`src/rtl/float_to_int_pipe.sv`:
```
`default_nettype none
// ============================================================================
// Module   : float_to_int_pipe
// Purpose  : Two-stage pipelined IEEE-754 single-precision to integer
//            converter with per-transaction rounding mode, saturation and
//            invalid/overflow/inexact flags. Valid/ready on both sides.
// Revision : 1.0 - initial release
// ============================================================================
module float_to_int_pipe #(
  parameter int OUT_W  = 16,
  parameter bit SIGNED = 1
) (
  input  logic             clk,
  input  logic             rst_n,
  input  logic [31:0]      a_operand,
  input  logic [1:0]       rnd_mode,
  input  logic             in_valid,
  output logic             in_ready,
  output logic [OUT_W-1:0] result,
  output logic             out_valid,
  input  logic             out_ready,
  output logic             flag_invalid,
  output logic             flag_overflow,
  output logic             flag_inexact
);

  // Rounding mode encodings
  localparam logic [1:0] c_RNE = 2'b00;
  localparam logic [1:0] c_RTZ = 2'b01;
  localparam logic [1:0] c_RDN = 2'b10;
  localparam logic [1:0] c_RUP = 2'b11;

  // Biased exponent 126 is the value range [0.5,1); anything below is < 0.5.
  localparam logic [7:0] c_HALF_EXP = 8'd126;
  // Above this biased exponent the magnitude is >= 2^OUT_W and always saturates.
  localparam logic [7:0] c_BIG_EXP  = 8'(126 + OUT_W);

  // Range limits of the integer result
  localparam logic [OUT_W-1:0] c_MAXP = SIGNED ? {1'b0, {(OUT_W-1){1'b1}}} : {OUT_W{1'b1}};
  localparam logic [OUT_W-1:0] c_MINV = SIGNED ? {1'b1, {(OUT_W-1){1'b0}}} : {OUT_W{1'b0}};
  // 2^(OUT_W-1) as an (OUT_W+1)-bit magnitude
  localparam logic [OUT_W:0]   c_HALF = {2'b01, {(OUT_W-1){1'b0}}};

  // ---------------------------------------------------------------------------
  // Handshake
  // ---------------------------------------------------------------------------
  logic r1_valid;
  logic r2_valid;
  logic w_s2_adv;
  logic w_s1_adv;

  assign w_s2_adv  = ~r2_valid | out_ready;
  assign w_s1_adv  = ~r1_valid | w_s2_adv;
  assign in_ready  = w_s1_adv & rst_n;

  // ---------------------------------------------------------------------------
  // Stage 1 combinational: unpack, classify and align
  // ---------------------------------------------------------------------------
  logic                w_sign;
  logic [7:0]          w_exp;
  logic [22:0]         w_frac;
  logic                w_exp_max;
  logic                w_nan;
  logic                w_sat;
  logic                w_tiny;
  logic [23:0]         w_sig;
  logic [5:0]          w_shamt;
  logic [OUT_W+23:0]   w_aligned;
  logic [OUT_W-1:0]    w_int;
  logic                w_guard;
  logic                w_sticky;

  assign w_sign    = a_operand[31];
  assign w_exp     = a_operand[30:23];
  assign w_frac    = a_operand[22:0];
  assign w_exp_max = &w_exp;
  assign w_nan     = w_exp_max & (|w_frac);
  // Infinity and finite values too large for the shifter both saturate.
  assign w_sat     = (w_exp_max & ~(|w_frac)) | (~w_exp_max & (w_exp > c_BIG_EXP));
  assign w_tiny    = w_exp < c_HALF_EXP;
  assign w_sig     = {|w_exp, w_frac};

  // Shift amount is only meaningful for exponents 126..126+OUT_W (0..OUT_W).
  assign w_shamt   = (w_tiny | w_sat | w_exp_max) ? 6'd0 : 6'(w_exp - c_HALF_EXP);
  // Fixed point with 24 fraction bits: integer part on top, guard at bit 23.
  assign w_aligned = {{OUT_W{1'b0}}, w_sig} << w_shamt;

  // Split the aligned value into integer part, guard and sticky
  always_comb begin
    w_int    = '0;
    w_guard  = 1'b0;
    w_sticky = 1'b0;
    if (w_tiny) begin
      // Magnitude below 0.5: only "nonzero" matters for rounding.
      w_sticky = (|w_exp) | (|w_frac);
    end else if (!(w_sat | w_exp_max)) begin
      w_int    = w_aligned[OUT_W+23:24];
      w_guard  = w_aligned[23];
      w_sticky = |w_aligned[22:0];
    end
  end

  // ---------------------------------------------------------------------------
  // Stage 1 registers
  // ---------------------------------------------------------------------------
  logic             r1_sign;
  logic             r1_nan;
  logic             r1_sat;
  logic [OUT_W-1:0] r1_int;
  logic             r1_guard;
  logic             r1_sticky;
  logic [1:0]       r1_mode;

  // Capture a new operand whenever stage 1 is free to move
  always_ff @(posedge clk or negedge rst_n) begin
    if (!rst_n) begin
      r1_valid  <= 1'b0;
      r1_sign   <= 1'b0;
      r1_nan    <= 1'b0;
      r1_sat    <= 1'b0;
      r1_int    <= '0;
      r1_guard  <= 1'b0;
      r1_sticky <= 1'b0;
      r1_mode   <= 2'b00;
    end else if (w_s1_adv) begin
      r1_valid <= in_valid;
      if (in_valid) begin
        r1_sign   <= w_sign;
        r1_nan    <= w_nan;
        r1_sat    <= w_sat;
        r1_int    <= w_int;
        r1_guard  <= w_guard;
        r1_sticky <= w_sticky;
        r1_mode   <= rnd_mode;
      end
    end
  end

  // ---------------------------------------------------------------------------
  // Stage 2 combinational: round, negate, saturate, flags
  // ---------------------------------------------------------------------------
  logic             w_gs;
  logic             w_inc;
  logic [OUT_W:0]   w_rmag;
  logic [OUT_W-1:0] w_neg;
  logic [OUT_W-1:0] w_res;
  logic             w_inv;
  logic             w_ovf;
  logic             w_inx;

  assign w_gs = r1_guard | r1_sticky;

  // Round-up decision on the magnitude for each mode
  always_comb begin
    w_inc = 1'b0;
    case (r1_mode)
      c_RNE:   w_inc = r1_guard & (r1_sticky | r1_int[0]);
      c_RTZ:   w_inc = 1'b0;
      c_RDN:   w_inc = r1_sign & w_gs;
      c_RUP:   w_inc = ~r1_sign & w_gs;
      default: w_inc = 1'b0;
    endcase
  end

  assign w_rmag = {1'b0, r1_int} + {{OUT_W{1'b0}}, w_inc};
  assign w_neg  = ~w_rmag[OUT_W-1:0] + {{(OUT_W-1){1'b0}}, 1'b1};

  // Apply sign and clamp to the representable range
  always_comb begin
    w_res = '0;
    w_inv = 1'b0;
    w_ovf = 1'b0;
    w_inx = 1'b0;
    if (r1_nan) begin
      w_res = c_MAXP;
      w_inv = 1'b1;
    end else if (r1_sat) begin
      w_res = r1_sign ? c_MINV : c_MAXP;
      w_ovf = 1'b1;
      w_inx = 1'b1;
    end else begin
      if (SIGNED) begin
        if (r1_sign) begin
          if (w_rmag > c_HALF) begin
            w_res = c_MINV;
            w_ovf = 1'b1;
          end else begin
            w_res = w_neg;
          end
        end else if (w_rmag >= c_HALF) begin
          w_res = c_MAXP;
          w_ovf = 1'b1;
        end else begin
          w_res = w_rmag[OUT_W-1:0];
        end
      end else begin
        if (r1_sign) begin
          // Any negative value that rounds to a nonzero magnitude is below 0.
          w_res = '0;
          w_ovf = |w_rmag;
        end else if (w_rmag[OUT_W]) begin
          w_res = c_MAXP;
          w_ovf = 1'b1;
        end else begin
          w_res = w_rmag[OUT_W-1:0];
        end
      end
      w_inx = w_gs | w_ovf;
    end
  end

  // ---------------------------------------------------------------------------
  // Stage 2 registers (drive the outputs directly)
  // ---------------------------------------------------------------------------
  logic [OUT_W-1:0] r2_result;
  logic             r2_inv;
  logic             r2_ovf;
  logic             r2_inx;

  // Move stage 1 into the output register when downstream allows
  always_ff @(posedge clk or negedge rst_n) begin
    if (!rst_n) begin
      r2_valid  <= 1'b0;
      r2_result <= '0;
      r2_inv    <= 1'b0;
      r2_ovf    <= 1'b0;
      r2_inx    <= 1'b0;
    end else if (w_s2_adv) begin
      r2_valid <= r1_valid;
      if (r1_valid) begin
        r2_result <= w_res;
        r2_inv    <= w_inv;
        r2_ovf    <= w_ovf;
        r2_inx    <= w_inx;
      end
    end
  end

  assign out_valid     = r2_valid;
  assign result        = r2_result;
  assign flag_invalid  = r2_inv;
  assign flag_overflow = r2_ovf;
  assign flag_inexact  = r2_inx;

endmodule
`default_nettype wire

```
`config.mk`:
```
export PLATFORM = sky130hd
export DESIGN_NAME = float_to_int_pipe
export DESIGN_NICKNAME = d
export VERILOG_FILES = /design/src/rtl/float_to_int_pipe.sv
export SDC_FILE = /design/constraint.sdc
export NUM_CORES = 1
export LEC_CHECK = 0
export CORE_MARGIN = 4
export CORE_UTILIZATION = 50
export CTS_CLUSTER_DIAMETER = 100
export DETAILED_ROUTE_END_ITERATION = 16
export GPL_TIMING_DRIVEN = 1
export PLACE_DENSITY = 0.73
export SLEW_MARGIN = 40
export SYNTH_ARGS = -nofsm -noshare
export SYNTH_HDL_FRONTEND = slang
export SYNTH_SLANG_ARGS = --single-unit
```
`constraint.sdc`:
```
create_clock -name clk -period 4 [get_ports clk]
set_input_delay 1.2 -clock clk [delete_from_list [all_inputs] [get_ports clk]]
set_output_delay 1.2 -clock clk [all_outputs]
set_load 0.03 [all_outputs]
```
# Word-level counts from Yosys, hierarchy flattened

Index checks and enable logic that the tools add are counted.

Flip-flop bits (word level): 44
Latch bits: 0
Bits in writable memories: 0
Memory bits (read-only): 0
Input port bits: 38
Output and inout bits: 21
Logic and storage cells: 78
Memories kept: 0

Add/sub/neg operators: 3
Multiply operators: 0
Div/mod/pow operators: 0
Magnitude comparators: 4
Equal/unequal tests: 3
Shifts and indexed selects: 1
Multiplexer cells: 24
Bitwise gates (word level): 23
Reductions and logical operators: 7

Operators with widths:

| cell                                                                                   | number |
|---|---|
| 16-bit 2-to-1 mux                                                                      | 8 |
| 23-bit OR reduction                                                                    | 2 |
| 24-bit by 6-bit << shifter with 40-bit output                                          | 1 |
| 16-bit by 1-bit adder with 17-bit output                                               | 1 |
| 17-bit by 16-bit greater-or-equal comparator with 1-bit output (second input constant) | 1 |
| 17-bit by 16-bit > comparator with 1-bit output (second input constant)                | 1 |
| 16-bit by 1-bit adder with 16-bit output (second input constant)                       | 1 |
| 16-bit inverter                                                                        | 1 |
| 1-bit 2-to-1 mux                                                                       | 14 |
| 1-bit bitwise OR                                                                       | 10 |
| 8-bit > comparator (second input constant)                                             | 1 |
| 8-bit by 7-bit < comparator with 1-bit output (second input constant)                  | 1 |
| 8-bit AND reduction                                                                    | 1 |
| 8-bit OR reduction                                                                     | 1 |
| 1-bit bitwise AND                                                                      | 7 |
| 6-bit 2-to-1 mux                                                                       | 1 |
| 6-bit subtractor (second input constant)                                               | 1 |
| 1-bit inverter                                                                         | 5 |
| 2-bit == test (second input constant)                                                  | 2 |
| 1-bit case mux with 4 select lines                                                     | 1 |
| 2-bit AND reduction                                                                    | 2 |
| 2-bit by 1-bit == test with 1-bit output (second input constant)                       | 1 |
| 2-bit logical NOT                                                                      | 1 |

# Logic depth before layout (Yosys ltp)

Gate-level depths: netlist of the first run.

Depth after elaboration: 12
Gate-level depth with buffers: 17
Depth with buffers taken out: 15

# Worst setup path after synthesis of the first run

No wires, ideal clock.

Kind: input to register
Start point: in a_operand[28]
End point: reg r1_sticky
Library setup time: 0.131 ns
Data arrival time: 3.963 ns
Required time: 3.869 ns
Slack: -0.095 ns
Cell stages on the path: 11
Path buffers: 2
Cell sequence: buf_6 or4b_4 mux2i_1 and2_1 buf_2 mux4_2 mux2_4 o221ai_1 nand4_1 o41ai_2 a31oi_1

Cells in the longest elaborated chain, start to end: 11
Elaborated cells on any way between the ends: 18
Those cells by class: 1 x add/sub; 2 x order compare; 1 x shift; 3 x mux; 8 x bitwise; 3 x reduce/logical

RTL lines:

| element                                                     | RTL line | source |
|---|---|---|
| start, declared                                             | 15       | `input logic [31:0] a_operand,` |
| branches (longest 10 deep; another with 8-bit > comparator) | -        |  |
| 1-bit 2-to-1 mux *                                          | 93       | `if (w_tiny) begin` |
| end signal, assigned                                        | 133      | `r1_sticky <= w_sticky;` |
| end, declared                                               | 111      | `logic r1_sticky;` |

Mark *: on every way between the ends.
A chain may end at the register's enable or synchronous reset.

# Worst setup path in the final report of the first run

Start point: in a_operand[24]
End point: reg r1_sticky

Same word-level chain as after synthesis.

==> results of run 1 <==
area by class of cell:
class                   count  area (sq um)
fillers                   787          2860
flip-flops and latches     44          1100
inverters                  14          52.6
well taps                 108           135
clock buffers               5          68.8
repair buffers            157          1320
multi-input cells         500          3300
clock inverters             2          12.5
power groups by stage:
| stage | Combinational [mW] | Sequential (mW) | Clock, mW |
|---|---|---|---|
| final | 0.676 | 0.535 | 0.288 |
| after global routing | 0.726 | 0.543 | 0.310 |
| after CTS | 0.665 | 0.534 | 0.287 |
| after detailed placement | 0.659 | 0.544 | 0 |
| after global placement | 0.650 | 0.541 | 0 |
| after floorplan | 0.273 | 0.631 | 0 |
routing by layer:
metal  track usage  share of wire
met1         0.389           0.41
met5             0              0
met4         0.114          0.035
met3        0.0435          0.077
met2         0.526           0.48
worst register-to-register path, delay by kind of cell, from the launching register on:
kind / cells / cell delay [ps]
and+or+nand+nor: 3 / 740
buffers and inverters: 2 / 260
AOI/OAI and AO/OA: 7 / 1260
xor gates and xnor gates: 1 / 130
DFF: 1 / 410
adders and majority gates: 3 / 830
per-stage QoR:
stage,std cells,setup WS [ps],TNS [ps]
after floorplan,603,-36.9,-36.9
after global placement,818,-523,-2980
after detailed placement,818,-578,-3690
after CTS,829,1.44,0
after global routing,830,-9.83,-9.83
final,830,123,0
how the worst max path moves through the flow:
stage	from	to
floorplan	a_operand[28]	r1_sticky$_DFFE_PN0P_
detailed placement	a_operand[29]	r1_sticky$_DFFE_PN0P_
finish	a_operand[24]	r1_sticky$_DFFE_PN0P_
global placement	a_operand[29]	r1_sticky$_DFFE_PN0P_
global route	r1_mode[1]$_DFFE_PN0P_	result[5]$_DFFE_PN0P_
CTS	a_operand[24]	r1_sticky$_DFFE_PN0P_
cells by family after synthesis:
kind of cell    Yosys count  synth area share
flops                    44             0.239
mux                      37             0.110
fa+ha+maj                 4            0.0109
simple gates            246             0.258
xor+xnor                 25            0.0475
buf+inv                  59            0.0586
compound gates          188             0.276
what timing repair did:
item | in CTS | in global routing
pin swaps | 7 | 4
resized for setup | 21 | 9
hold buffers | 0 | 0
buffers inserted | 4 | 1
endpoints found under the setup margin | 2 | 18
layout by cell type (no fill, tap or decap), types with 12 or more instances in the layout:
master,synthesis,layout
buf_4,2,98
a31oi_1,14,14
nor3_1,15,15
a21oi_1,35,35
clkdlybuf4s50_1,0,52
xnor2_1,16,16
nand4_1,12,12
dfrtp_1,44,44
o21ai_0,48,47
nand2_1,81,81
mux2i_1,19,18
nor2_1,48,48
nand3_1,33,32
inv_1,14,14
==> flow_summary.json, run 1 <==
{
  "synth_top_area_frac": 0.239,
  "hp-class": "flip-flop to flip-flop",
  "endpoint_kind": "flip-flop",
  "ys_ff_latch": 44,
  "finalPower_mw": 1.50,
  "grt_pass1_wl_mm": 27.3,
  "start_util": 0.521,
  "crit_path_start_kind": "input port",
  "setup_viol": 0,
  "path_clk_slew_ps": 90,
  "switchingPower_uw": 582,
  "wl_mm": 16.6,
  "synth_edf_count": 0,
  "grt_max_degree": 45,
  "dpl_cell_area_sq_mm": 0.00581,
  "max_stage_delay_ps": 520,
  "syn_area_sq_mm": 0.00461,
  "overflow": 0,
  "grt_usage": 0.306,
  "fin_crit_sh": 0.969,
  "utilization": 0.676,
  "finalHoldViolCount": 0,
  "post-synth-top-count-cell": "nand2_1",
  "nets": 764,
  "maxCapViolations": 0,
  "holdWs_ps": 486,
  "power_density_mw_per_mm2": 251,
  "critical_path.top_delay_family": "multiplexers",
  "max_freq_mhz": 258,
  "via_per_inst": 6.47,
  "synthArstFlopShare": 1.00,
  "p_clk_frac": 0.192,
  "cts_htree_levels": 2,
  "cts_tree": "done",
  "cts_made_buffers": 5,
  "syn_nets": 645,
  "cp_num_buf_inv": 2,
  "synth_cell_type_count": 70,
  "clock-root-buffer": "clkbuf_8",
  "r2r_cells": 16,
  "crit_fanout": 12,
  "layout-drive-gt1-share": 0.205,
  "antenna_cells": 0,
  "cp.required_ps": 4180,
  "tightest_slew_ps": 571,
  "ys.flop_type": "dfrtp_1",
  "ys_top_cells_by_area": "dfrtp_1, nand2_1, o21ai_0",
  "timing.rr.start": "r1_mode[1]$_DFFE_PN0P_",
  "dpl.hpwl_mm": 13.3,
  "synth_seq_area_share": 0.239,
  "area_delta_synth_final_pct": 29.9,
  "path_class": "input port to flip-flop",
  "skew_ps": 10.3,
  "vias": 5373,
  "synth_top_area_cell": "dfrtp_1",
  "clkLatencyLatePin_ps": 300,
  "grt_pass1_vias": 5262,
  "coreArea_sq_mm": 0.00885,
  "final_area_sq_mm": 0.00599,
  "clock_sinks": 44,
  "rrSetupSlack_ps": 320,
  "ys.warnings.count": 0,
  "wl_per_cell_um": 20.0,
  "regToRegEndpoint": "result[5]$_DFFE_PN0P_",
  "fp-row-count": 34,
  "leakagePower_nw": 2.51,
  "power_frac_comb": 0.451,
  "die_y_um": 104,
  "worstHoldEndpoint": "result[15]$_DFFE_PN0P_",
  "path_depth": 11,
  "ys_top_cells_by_count": "nand2_1, nor2_1, o21ai_0, dfrtp_1, a21oi_1",
  "drtAntennaViolNets": 0,
  "run_status": "complete, no violations",
  "drv_slew": 0,
  "grt_antenna_before_repair": 0,
  "internal-power_uw": 917,
  "slowest_stage": "mux4_2",
  "swShare": 0.388,
  "die_w_um": 104,
  "drc": 0,
  "ir_drop_mv": 0.178,
  "crit_path_cell_trace": "clkdlybuf4s50_1 -> buf_4 -> and4_4 -> o22ai_4 -> and2_4 -> mux2_4 -> mux4_2 -> nor4bb_4 -> o2111ai_1 -> o41ai_2 -> a31oi_1",
  "drt-initial-drc-count": 329,
  "postSynthCellCount": 603,
  "slew_headroom": 0.619,
  "hold_depth": 2,
  "place.port_buffers": 58,
  "dieArea_sq_mm": 0.0108,
  "cp.arrival_ps": 4050,
  "synth_area_per_cell_sq_um": 7.64,
  "p_seq_frac": 0.357,
  "ios": 59,
  "globalplace.congestion": 1.03,
  "clockBufferDepth": 2,
  "finalCriticalPeriod_ps": 3880,
  "min_from": "result[15]$_DFFE_PN0P_",
  "first_pass_iters": 6
}
Power figures use the tool's default switching activity.
==> run 2: changes to the inputs <==
--- a/config.mk
+++ b/config.mk
@@ -6,11 +6,11 @@
 export NUM_CORES = 1
 export LEC_CHECK = 0
 export CORE_MARGIN = 4
-export CORE_UTILIZATION = 50
+export CORE_UTILIZATION = 55
 export CTS_CLUSTER_DIAMETER = 100
 export DETAILED_ROUTE_END_ITERATION = 16
 export GPL_TIMING_DRIVEN = 1
-export PLACE_DENSITY = 0.73
+export PLACE_DENSITY = 0.79
 export SLEW_MARGIN = 40
 export SYNTH_ARGS = -nofsm -noshare
 export SYNTH_HDL_FRONTEND = slang
==> run 2 against run 1 <==
Against the previous run:
- critical path type unchanged
- routed wire length fell by 0.96%
- register-to-register slack improved by 20 ps
- combinational power barely moved
- critical endpoint unchanged
- cell area rose by 0.52%
- critical path depth rose by 2
- largest power group unchanged
==> flow_summary.json, run 2 (same netlist as run 1, synthesis figures left out) <==
{
  "leakagePower_nw": 2.53,
  "maxCapViolations": 0,
  "wl_per_cell_um": 19.9,
  "layout_common_cells": "buf_4, nand2_1, clkdlybuf4s50_1, nor2_1, o21ai_0",
  "grt_usage": 0.336,
  "rsz0062_at_grt": "no",
  "overflow": 0,
  "multi_input_area_sq_mm": 0.00329,
  "globalplace.congestion": 0.998,
  "cp.arrival_ps": 4020,
  "drtAntennaViolNets": 0,
  "cts_made_buffers": 5,
  "cts_tree": "done",
  "via_per_inst": 6.53,
  "place.port_buffers": 58,
  "nets": 762,
  "fin_crit_sh": 0.961,
  "cts_hold_buf": 0,
  "crit_path_start_kind": "input port",
  "ff_latch_area_sq_mm": 0.00110,
  "critPathMostFrequentCell": "buf_4",
  "start_util": 0.564,
  "max_freq_mhz": 260,
  "finalCriticalPeriod_ps": 3840,
  "layout_commonest_cell": "buf_4",
  "slowest_stage": "clkdlybuf4s50_1",
  "fp-row-count": 33,
  "layout-drive-gt1-share": 0.200,
  "cts_htree_levels": 2,
  "hp-class": "flip-flop to flip-flop",
  "drt-initial-drc-count": 478,
  "die_y_um": 99.5,
  "dpl_cell_area_sq_mm": 0.00584,
  "grt_max_degree": 45,
  "clockBufferDepth": 2,
  "run_status": "complete, no violations",
  "ir_drop_mv": 0.180,
  "dpl.hpwl_mm": 13.1,
  "clkLatencyLatePin_ps": 310,
  "endpoint_kind": "flip-flop",
  "die_w_um": 99.5,
  "clock-root-buffer": "clkbuf_8",
  "drv_slew": 0,
  "clock_sinks": 44,
  "ios": 59,
  "setup_viol": 0,
  "wl_mm": 16.5,
  "drc": 0,
  "skew_ps": 10.9,
  "grt_antenna_before_repair": 0,
  "path_clk_slew_ps": 100,
  "crit_path_cell_trace": "clkdlybuf4s50_1 -> buf_4 -> and4_4 -> buf_4 -> o22a_1 -> nor2_1 -> buf_4 -> nor2_1 -> nand3_1 -> nand3_1 -> nand4_1 -> o41ai_2 -> a31oi_1",
  "power_density_mw_per_mm2": 264,
  "vias": 5395,
  "finalPower_mw": 1.59,
  "dieArea_sq_mm": 0.00991,
  "max_stage_delay_ps": 480,
  "finalHoldViolCount": 0,
  "path_class": "input port to flip-flop",
  "area_delta_synth_final_pct": 30.5,
  "grt_pass1_wl_mm": 27.0,
  "cp.required_ps": 4180,
  "slew_headroom": 0.610,
  "tightest_slew_ps": 584,
  "antenna_cells": 0,
  "grt_pass1_vias": 5411,
  "crit_fanout": 12,
  "fill_cells": 676,
  "coreArea_sq_mm": 0.00818,
  "final_area_sq_mm": 0.00602,
  "first_pass_iters": 5
}
-- run 2: final timing paths --
path,depth (start not counted),slack [ps],from,end
worst min-delay path,2,490,result[15]$_DFFE_PN0P_,result[15]$_DFFE_PN0P_
worst max-delay path,13,160,a_operand[24],r1_sticky$_DFFE_PN0P_
worst min register to register,2,490,result[15]$_DFFE_PN0P_,result[15]$_DFFE_PN0P_
min in group asynchronous,2,1020,rst_n,result[6]$_DFFE_PN0P_
worst max register to register,16,340,r1_mode[1]$_DFFE_PN0P_,result[3]$_DFFE_PN0P_
max in group asynchronous,2,2590,rst_n,r1_sticky$_DFFE_PN0P_
-- run 2: through the flow --
stage | setup slack, ps | utilization | std cells | hold slack [ps] | TNS, ps
after floorplan | -36.9 | - | 603 | 467 | -36.9
after global placement | -493 | 0.714 | 816 | 454 | -3130
after detailed placement | -579 | 0.714 | 816 | 473 | -4560
after CTS | 33.4 | 0.733 | 826 | 501 | 0
after global routing | 12.2 | 0.736 | 826 | 529 | 0
final | 156 | 0.736 | 826 | 493 | 0
-- run 2: what timing repair did --
item	in CTS	in global routing
pin swaps	8	1
gates resized for setup	22	6
setup endpoints to repair	3	15
buffers inserted	2	0
-- run 2: cell type report --
type	count	area share
clock buffer	6	0.0137
clock inverter	2	0.00645
inverter	14	0.00873
multi-input combinational	500	0.547
sequential	44	0.183
tap	105	0.0218
timing repair buffer	155	0.219
-- run 2: worst max-delay path, delay by kind of cell --
family,cells,cell delay (ps)
simple gates,6,1150
buf+inv,4,1000
compound gates,3,670
-- run 2: report_power, final --
part           switching [mW]  leakage [nW]  total, mW  internal (mW)
combinational           0.380          1.91      0.678          0.297
sequential             0.0360         0.557      0.536          0.500
clock                   0.173        0.0614      0.378          0.205
-- run 2: routing by layer --
layer | track usage | up-vias | wire, um
li1 | - | 2497 | -
met5 | 0 | - | 0
met4 | 0.150 | 0 | 663
met1 | 0.419 | 2571 | 6600
met3 | 0.0526 | 56 | 1190
met2 | 0.574 | 271 | 8010
==> run 3: changes to the inputs <==
--- a/config.mk
+++ b/config.mk
@@ -5,7 +5,6 @@
 export SDC_FILE = /design/constraint.sdc
 export NUM_CORES = 1
 export LEC_CHECK = 0
-export CORE_MARGIN = 4
 export CORE_UTILIZATION = 55
 export CTS_CLUSTER_DIAMETER = 100
 export DETAILED_ROUTE_END_ITERATION = 16
==> run 3 against run 2 <==
Against the previous run:
- via count shrank 0.74%
- count of clock-buffer cells in the layout is 1 lower
- register-to-register slack lost 60 ps
- global-route usage rose by 4.9 points
- cell area decreased by 0.10%
- highest routed layer unchanged
- power down 5.7%
- clock skew shrank 2.5 ps
- largest cell class unchanged
- non-clock buffer count rose by 3
- hold slack got worse by 6.3 ps
==> flow_summary.json, run 3 (same netlist as run 1, synthesis figures left out) <==
{
  "ios": 59,
  "finalPower_mw": 1.50,
  "crit_path_start_kind": "input port",
  "max_stage_delay_ps": 520,
  "layout_common_cells": "buf_4, nand2_1, clkdlybuf4s50_1, o21ai_0, nor2_1",
  "fin_crit_sh": 0.978,
  "dieArea_sq_mm": 0.00875,
  "grt_pass1_vias": 5115,
  "layout_commonest_cell": "buf_4",
  "path_class": "input port to flip-flop",
  "crit_path_cell_trace": "dlygate4sd2_1 -> or4b_4 -> mux2i_2 -> and2_4 -> buf_4 -> mux4_2 -> mux2_2 -> o21ai_0 -> nand4_1 -> o41ai_2 -> a31oi_1",
  "utilization": 0.735,
  "vias": 5355,
  "grt_usage": 0.385,
  "layout-drive-gt1-share": 0.206,
  "nets": 765,
  "cp.arrival_ps": 4080,
  "crit_fanout": 3,
  "wl_mm": 16.5,
  "first_pass_iters": 5,
  "grt_pass1_wl_mm": 26.3,
  "overflow": 0,
  "power_density_mw_per_mm2": 250,
  "leakagePower_nw": 2.52,
  "slew_headroom": 0.623,
  "rsz0062_at_grt": "no",
  "cts_made_buffers": 5,
  "cts_tree": "done",
  "run_status": "complete, no violations",
  "drtAntennaViolNets": 0,
  "cp.required_ps": 4170,
  "coreArea_sq_mm": 0.00818,
  "finalHoldViolCount": 0,
  "wl_per_cell_um": 19.9,
  "globalplace.congestion": 0.970,
  "slowest_stage": "or4b_4",
  "clock-root-buffer": "clkbuf_8",
  "skew_ps": 8.40,
  "holdWs_ps": 487,
  "tightest_slew_ps": 562,
  "place.port_buffers": 58,
  "fill_cells": 656,
  "max_freq_mhz": 256,
  "setup_viol": 0,
  "start_util": 0.564,
  "path_clk_slew_ps": 90,
  "ir_drop_mv": 0.165,
  "endpoint_kind": "flip-flop",
  "cts_htree_levels": 2,
  "hp-class": "flip-flop to flip-flop",
  "clock_sinks": 44,
  "die_y_um": 93.5,
  "grt_max_degree": 45,
  "via_per_inst": 6.47,
  "dpl.hpwl_mm": 13.0,
  "antenna_cells": 0,
  "drv_slew": 0,
  "clkLatencyLatePin_ps": 300,
  "maxCapViolations": 0,
  "dp_cells": 820,
  "area_delta_synth_final_pct": 30.4,
  "finalCriticalPeriod_ps": 3910,
  "drc": 0,
  "grt_antenna_before_repair": 0,
  "clockBufferDepth": 2,
  "instances_no_fill": 828,
  "fp-row-count": 33,
  "drt-initial-drc-count": 445,
  "cts_hold_buf": 0,
  "die_w_um": 93.5
}
==> run 3: critical path: cells and delay by family <==
family                 cells  cell delay (ps)
multiplexers               3             1000
AND/OR/NAND/NOR            3              860
AO/OA/AOI/OAI              3              650
buffers and inverters      2              380
==> run 3: final timing paths <==
check	start	to	slack [ps]	depth (start not counted)
worst max-delay path	a_operand[29]	r1_sticky$_DFFE_PN0P_	90	11
worst min-delay path	result[15]$_DFFE_PN0P_	result[15]$_DFFE_PN0P_	490	2
worst max register to register	r1_mode[1]$_DFFE_PN0P_	result[5]$_DFFE_PN0P_	280	16
min in group asynchronous	rst_n	result[2]$_DFFE_PN0P_	1020	2
worst min register to register	result[15]$_DFFE_PN0P_	result[15]$_DFFE_PN0P_	490	2
max in group asynchronous	rst_n	r1_guard$_DFFE_PN0P_	2590	2
==> run 3: layer usage <==
metal	routed length (um)	GRT usage	part of all wire	up-vias
met3	1300	0.0447	0.079	66
met5	0	0	0	-
met2	7890	0.659	0.48	306
li1	-	-	-	2491
met4	738	0.173	0.045	0
met1	6550	0.485	0.40	2492
==> run 3: repair_timing <==
item | in CTS | in global routing
setup buffers | 1 | 0
gates resized for setup | 13 | 10
endpoints found under the setup margin | 2 | 17
pin swaps | 5 | 3
==> run 3: area by class of cell <==
cell class,count,area [sq um],area share
clock inverters,2,12.5,0.00208
flip-flops and latches,44,1100,0.183
repair buffers,158,1340,0.223
clock buffers,5,68.8,0.0114
multi-input cells,500,3300,0.550
well taps,105,131,0.0219
inverters,14,52.6,0.00874
==> run 3: stage by stage <==
step	setup TNS [ps]	worst slack [ps]	area [sq um]
finish	0	89.2	6010
global route	0	4.46	6010
CTS	0	0.747	5960
detailed placement	-3780	-520	5860
global placement	-3200	-464	5860
floorplan	-36.9	-36.9	4610
==> run 3: where the power goes <==
group / switching [mW] / total, mW / leakage, nW / internal, mW
sequential: 0.0363 / 0.536 / 0.557 / 0.500
combinational: 0.379 / 0.680 / 1.92 / 0.301
clock: 0.166 / 0.284 / 0.0400 / 0.119
total: 0.581 / 1.50 / 2.52 / 0.920
